### src/rtl/mem_stage_wait.sv
// Memory stage with a fixed multi-cycle data memory.
// A load/store stalls upstream (freeze) for WAIT_CYCLES+1 cycles. The access
// completes in DONE, and the MEM/WB register then captures the result.
// Optional feature macro: MEM_RANGE_ERR_EN adds a sticky registered
// range_err output that flags completed out-of-range accesses.
module mem_stage_wait #(
    parameter int DEPTH       = 64,
    parameter int BASE_ADDR   = 1024,
    parameter int WAIT_CYCLES = 4
) (
    input  logic        clk,
    input  logic        rst,
    input  logic        WB_EN_in,
    input  logic        MEM_R_EN_in,
    input  logic        MEM_W_EN_in,
    input  logic [31:0] ALU_result_in,
    input  logic [31:0] val_Rm_in,
    input  logic [3:0]  Dest_in,
    output logic        freeze,
    output logic        WB_EN_out,
    output logic        MEM_R_EN_out,
    output logic [31:0] ALU_result_out,
    output logic [31:0] mem_data_out,
    output logic [3:0]  Dest_out
`ifdef MEM_RANGE_ERR_EN
    ,
    output logic        range_err
`endif
);

    localparam int AW = (DEPTH > 1) ? $clog2(DEPTH) : 1;
    localparam int CW = (WAIT_CYCLES > 1) ? $clog2(WAIT_CYCLES) : 1;

    typedef enum logic [1:0] {
        IDLE   = 2'd0,
        ACCESS = 2'd1,
        DONE   = 2'd2
    } state_t;

    // Debug view of the controller: checkers can bind to dbg.state / dbg.cnt.
    typedef struct packed {
        state_t          state;
        logic [CW-1:0]   cnt;
    } dbg_t;

    state_t        state_q, state_d;
    logic [CW-1:0] cnt_q, cnt_d;
    logic          wb_en_q, wb_en_d;
    logic          mem_r_en_q, mem_r_en_d;
    logic [31:0]   alu_result_q, alu_result_d;
    logic [31:0]   mem_data_q, mem_data_d;
    logic [3:0]    dest_q, dest_d;
`ifdef MEM_RANGE_ERR_EN
    logic          range_err_q, range_err_d;
`endif
    dbg_t          dbg;

    logic [31:0]   mem [DEPTH];

    logic          req;
    logic          is_store;
    logic          is_load;
    logic [31:0]   offset;
    logic [31:0]   idx_full;
    logic [AW-1:0] idx;
    logic          in_range;
    logic [31:0]   rd_data;
    logic          mem_we;

    // Address decode; a simultaneous read+write request is a store.
    always_comb begin
        req      = MEM_R_EN_in | MEM_W_EN_in;
        is_store = MEM_W_EN_in;
        is_load  = MEM_R_EN_in & ~MEM_W_EN_in;
        offset   = ALU_result_in - 32'(BASE_ADDR);
        idx_full = offset >> 2;
        in_range = (ALU_result_in >= 32'(BASE_ADDR)) && (idx_full < 32'(DEPTH));
        idx      = idx_full[AW-1:0];
        rd_data  = in_range ? mem[idx] : 32'h0;
    end

    // Controller next state, freeze, and MEM/WB register next values.
    // Outputs default to a bubble; only a non-memory IDLE cycle or DONE
    // lets the inputs through.
    always_comb begin
        state_d      = state_q;
        cnt_d        = cnt_q;
        freeze       = 1'b0;
        mem_we       = 1'b0;
        wb_en_d      = 1'b0;
        mem_r_en_d   = 1'b0;
        alu_result_d = 32'h0;
        mem_data_d   = 32'h0;
        dest_d       = 4'h0;
`ifdef MEM_RANGE_ERR_EN
        range_err_d  = range_err_q;
`endif
        case (state_q)
            IDLE: begin
                if (req) begin
                    freeze  = 1'b1;
                    state_d = ACCESS;
                    cnt_d   = '0;
                end else begin
                    wb_en_d      = WB_EN_in;
                    mem_r_en_d   = 1'b0;
                    alu_result_d = ALU_result_in;
                    dest_d       = Dest_in;
                end
            end
            ACCESS: begin
                freeze = 1'b1;
                if (cnt_q == CW'(WAIT_CYCLES - 1)) begin
                    state_d = DONE;
                    cnt_d   = '0;
                end else begin
                    cnt_d = cnt_q + 1'b1;
                end
            end
            DONE: begin
                mem_we       = is_store & in_range & ~rst;
                wb_en_d      = WB_EN_in;
                mem_r_en_d   = is_load;
                alu_result_d = ALU_result_in;
                dest_d       = Dest_in;
                mem_data_d   = is_load ? rd_data : 32'h0;
`ifdef MEM_RANGE_ERR_EN
                range_err_d  = range_err_q | ~in_range;
`endif
                state_d      = IDLE;
            end
            default: begin
                state_d = IDLE;
                cnt_d   = '0;
            end
        endcase
    end

    // Controller state and MEM/WB pipeline register.
    always_ff @(posedge clk) begin
        if (rst) begin
            state_q      <= IDLE;
            cnt_q        <= '0;
            wb_en_q      <= 1'b0;
            mem_r_en_q   <= 1'b0;
            alu_result_q <= 32'h0;
            mem_data_q   <= 32'h0;
            dest_q       <= 4'h0;
`ifdef MEM_RANGE_ERR_EN
            range_err_q  <= 1'b0;
`endif
        end else begin
            state_q      <= state_d;
            cnt_q        <= cnt_d;
            wb_en_q      <= wb_en_d;
            mem_r_en_q   <= mem_r_en_d;
            alu_result_q <= alu_result_d;
            mem_data_q   <= mem_data_d;
            dest_q       <= dest_d;
`ifdef MEM_RANGE_ERR_EN
            range_err_q  <= range_err_d;
`endif
        end
    end

    // Data array write; the read in DONE sees the pre-write contents.
    always_ff @(posedge clk) begin
        if (mem_we) begin
            mem[idx] <= val_Rm_in;
        end
    end

    assign dbg.state      = state_q;
    assign dbg.cnt        = cnt_q;

    assign WB_EN_out      = wb_en_q;
    assign MEM_R_EN_out   = mem_r_en_q;
    assign ALU_result_out = alu_result_q;
    assign mem_data_out   = mem_data_q;
    assign Dest_out       = dest_q;
`ifdef MEM_RANGE_ERR_EN
    assign range_err      = range_err_q;
`endif

endmodule

### config.mk
export PLATFORM = sky130hd
export DESIGN_NAME = mem_stage_wait
export DESIGN_NICKNAME = d
export VERILOG_FILES = /design/src/rtl/mem_stage_wait.sv
export SDC_FILE = /design/constraint.sdc
export NUM_CORES = 2
export LEC_CHECK = 0
export BUFFER_PORTS_ARGS = -buffer_cell sky130_fd_sc_hd__clkbuf_2
export CORE_ASPECT_RATIO = 0.75
export CORE_MARGIN = 5
export CORE_UTILIZATION = 41
export CTS_CLUSTER_SIZE = 25
export DETAILED_ROUTE_END_ITERATION = 8
export SLEW_MARGIN = 0
export SYNTH_ARGS = -nofsm -noshare
export SYNTH_HDL_FRONTEND = slang
export SYNTH_SLANG_ARGS = --single-unit
### constraint.sdc
create_clock -name clk -period 9.1 [get_ports clk]
set_input_delay 0.455 -clock clk [delete_from_list [all_inputs] [get_ports clk]]
set_output_delay 0.455 -clock clk [all_outputs]
set_load 0.02 [all_outputs]
==> reports/results.tsv <==
stage	metric	value	unit
run_status	status	finished clean	
sta	fmax	0.221	GHz
setup_path	cpMaxStageDelayCell	nand4_1	
logic_synthesis	synth_ff_type	edfxtp_1	
power_and_ir_drop	peakVddDrop	0.209	mV
setup_path	path_cells	dlygate4sd3_1 > clkbuf_2 > nor4_1 > nand4_1 > nor3_2 > nand4_1 > nor2_4 > buf_4	
drt	first_pass_iters	6	
finish	nets	4768	
sta	rsz0062_at_grt	no	
grt	first_global_vias	45100	
grt	grt_overflow	0	
setup_path	crit_fanout	21	
logic_synthesis	yosysUniqueCellTypes	76	
logic_synthesis	ys_seq_area_share	77.4	%
clocking	cts_buffer_depth	3	
power_and_ir_drop	power_frac_clock	39.8	%
sta	hold_violations	0	
power_and_ir_drop	swShare	22.4	%
setup_path	crit_path_end_kind	register	
sta	tns	0	ns
floorplanning	core_area	197000	µm²
worst_hold_path	worstHoldPathType	input pin to register	
setup_path	crit_start	ALU_result_in[16]	
floorplanning	num_rows	141	
sta	worst_pin_slew	1.32	ns
floorplanning	start_util	41.3	%
setup_path	worst_ep_required_time	9.55	ns
power_and_ir_drop	p_sw	4.39	mW
logic_synthesis	ys_ff_latch	2122	
setup_path	path_buf_inv	3	
clocking	cts_root_buf	clkbuf_16	
job	cap_violations	0	
logic_synthesis	syn_inst	4458	
finish	drive_gt1_share	19.8	%
worst_hold_path	min_from	MEM_W_EN_in	
setup_path	worst-path-stages	8	
setup_path	crit_type	input pin to register	
drt	viasPerCell	6.44	
drt	drc	0	
drt	drtIter0Drc	8493	
power_and_ir_drop	pwr-share-seq	54.5	%
setup_path	crit_arrival	4.97	ns
sta	relSlewSlack	10.8	%
floorplanning	die-height	396	µm
clocking	insertion_delay	0.84	ns
logic_synthesis	synth_fp_nets	4532	
floorplanning	pin_count	144	
clocking	cts.reportedPaths.clkPinSlew	0.06	ns
clocking	ctsHtreeMaxLevel	4	
setup_path	r2r_cells	5	
grt	grt_max_degree	105	
sta	fin_skew	0.0387	ns
setup_path	critPathMaxStageDelay	1.00	ns
floorplanning	die_w	525	µm
power_and_ir_drop	finalPower	19.6	mW
logic_synthesis	yosys_warnings	0	
place	dp_slack	4.28	ns
sta	fin_crit_sh	49.7	%
finish	fill_cells	16600	
power_and_ir_drop	combinationalPowerShare	5.7	%
setup_path	timing.rr.start	state_q[1]$_SDFFE_PP0P_	
logic_synthesis	synthesis.area	81400	µm²
clocking	cts_buffers	189	
grt	antenna_found_initial	15	
grt	grt_usage	26.4	%
grt	grt_pass1_wl	384000	µm
logic_synthesis	synth_async_sr_flop_share	0	%
power_and_ir_drop	p_leak	29.0	nW
place	gp_congestion	0.864	
drt	wirelength	281000	µm
drt	antenna_left	0	
drt	wl_per_cell	37.5	µm
place	port_buffers	143	
sta	setup_viol	0	
logic_synthesis	syn_area_per_cell	18.3	µm²
logic_synthesis	synth_edf_count	2048	
setup_path	cp_top_family	simple AND/OR/NAND/NOR gates	
floorplanning	die-area	208000	µm²
setup_path	critPathLaunchType	input pin	
place	hpwlAfterDp	155000	µm
worst_hold_path	min_path_cells	2	
sta	slew_violations	0	
setup_path	cpMostUsedCell	nand4_1	
power_and_ir_drop	power_density	214	nW/µm²
clocking	cts_sinks	2122	
sta	period_needed	4.53	ns
power_and_ir_drop	internal_power	15.2	mW
clocking	cts.repair.resized	0	
clocking	cts_tree	yes	
drt	num_vias	48300	
finish	area_delta_synth_final	12.9	%
sta	worst_slack	4.57	ns
sta	fin_hold_ws	0.235	ns
[path summary, 6_finish.rpt]
check	to	slack, ns
worst min register to register	cnt_q[1]$_SDFFE_PP0P_	0.51
worst min-delay path	MEM_R_EN_out$_SDFF_PP0_	0.24
worst max register to register	mem[28][3]$_DFFE_PP_	5.27
worst max-delay path	mem[28][3]$_DFFE_PP_	4.57
[power by group through the flow]
stage	Clock, mW	Sequential, mW	Combinational [mW]
floorplan	0	10.9	0.520
global placement	0	10.9	1.06
detailed placement	0	10.9	1.07
CTS	7.84	10.7	1.08
global route	8.31	10.7	1.13
finish	7.81	10.7	1.12
[worst register-to-register path: cells and delay by family (launching register included)]
kind | cells | cell delay [ns]
DFF | 1 | 0.39
buffers and inverters | 2 | 0.71
and+or+nand+nor | 3 | 2.32
[final cells by class]
| class | instances | area (µm²) | share of cell area [%] |
|---|---|---|---|
| multi-input cells | 2016 | 17100 | 18.6 |
| flip-flops and latches | 2122 | 63000 | 68.5 |
| clock buffers | 256 | 5140 | 5.59 |
| repair buffers | 360 | 2620 | 2.85 |
| clock inverters | 88 | 702 | 0.764 |
| diodes | 7 | 17.5 | 0.0191 |
| well taps | 2645 | 3310 | 3.60 |
| inverters | 5 | 31.3 | 0.0340 |
[Yosys cell counts, types with 13 or more instances]
cell / number / area, µm²
a21oi_1: 162 / 811
buf_1: 23 / 86.3
a221o_1: 31 / 310
a41oi_1: 22 / 193
nand3_1: 15 / 75.1
a22o_1: 34 / 298
o21ai_0: 110 / 551
o221ai_1: 18 / 158
o22ai_1: 86 / 538
dfxtp_1: 74 / 1480
a221oi_1: 220 / 1930
buf_4: 52 / 390
edfxtp_1: 2048 / 61500
clkbuf_1: 72 / 270
mux2_2: 175 / 1970
buf_6: 38 / 428
a211oi_1: 24 / 180
mux2i_1: 232 / 2320
nor3_1: 33 / 165
mux4_2: 107 / 2410
a31oi_1: 26 / 163
nand2_1: 115 / 432
o2bb2ai_1: 36 / 315
nor4_1: 17 / 106
and2_1: 39 / 244
a22oi_1: 168 / 1260
nor2_1: 171 / 642
buf_2: 130 / 651
mux2_1: 13 / 146
[logic make-up after synthesis]
family          share of synthesized area, %
mux                                     8.49
fa+ha+maj                             0.0154
buf+inv                                 2.27
xor+xnor                              0.0108
simple gates                            2.65
flops                                   77.4
compound gates                          9.21
[cells in the final DEF, fill, tap and decap left out, drive strengths merged, types with 17 or more instances in the layout]
master,instances
mux2,192
nand2,116
buf,186
mux2i,232
a211oi,24
o22ai,86
nor3,35
o21ai,113
a21oi,162
a22oi,168
edfxtp,2048
a31oi,26
and2,39
a221oi,222
dlygate4sd3,34
a221o,31
nor2,174
nor4,17
a41oi,22
clkbuf,396
dfxtp,74
clkinv,75
o2bb2ai,36
o221ai,18
mux4,107
a22o,34
[per-stage QoR]
stage          std cells  cell area (µm²)  util [%]
6_report            7499            91900      46.6
5_1_grt             7492            91900      46.6
4_1_cts             7492            91900      46.6
3_5_place_dp        7114            85700      43.5
3_3_place_gp        7114            85700      43.5
2_1_floorplan       4458            81400         -
[timing repair]
action                                 4_1_cts  5_1_grt
endpoints found under the hold margin       40        0
setup buffers                                0        0
hold buffers                                34        0
[sequential cells by signal, indices dropped and copies added (netlist names)]
register and count:
mem 2048, ALU_result_out 32, mem_data_out 32, Dest_out 4
cnt_q 2, state_q 2, MEM_R_EN_out 1, WB_EN_out 1
[metal layers]
metal	part of all wire (%)	wire length, µm	track usage [%]
met5	0.015	41	0
met4	4.0	11200	9.29
met3	15	41400	9.17
met1	39	111000	38.2
met2	42	118000	36.9
Power figures use the tool's default switching activity.
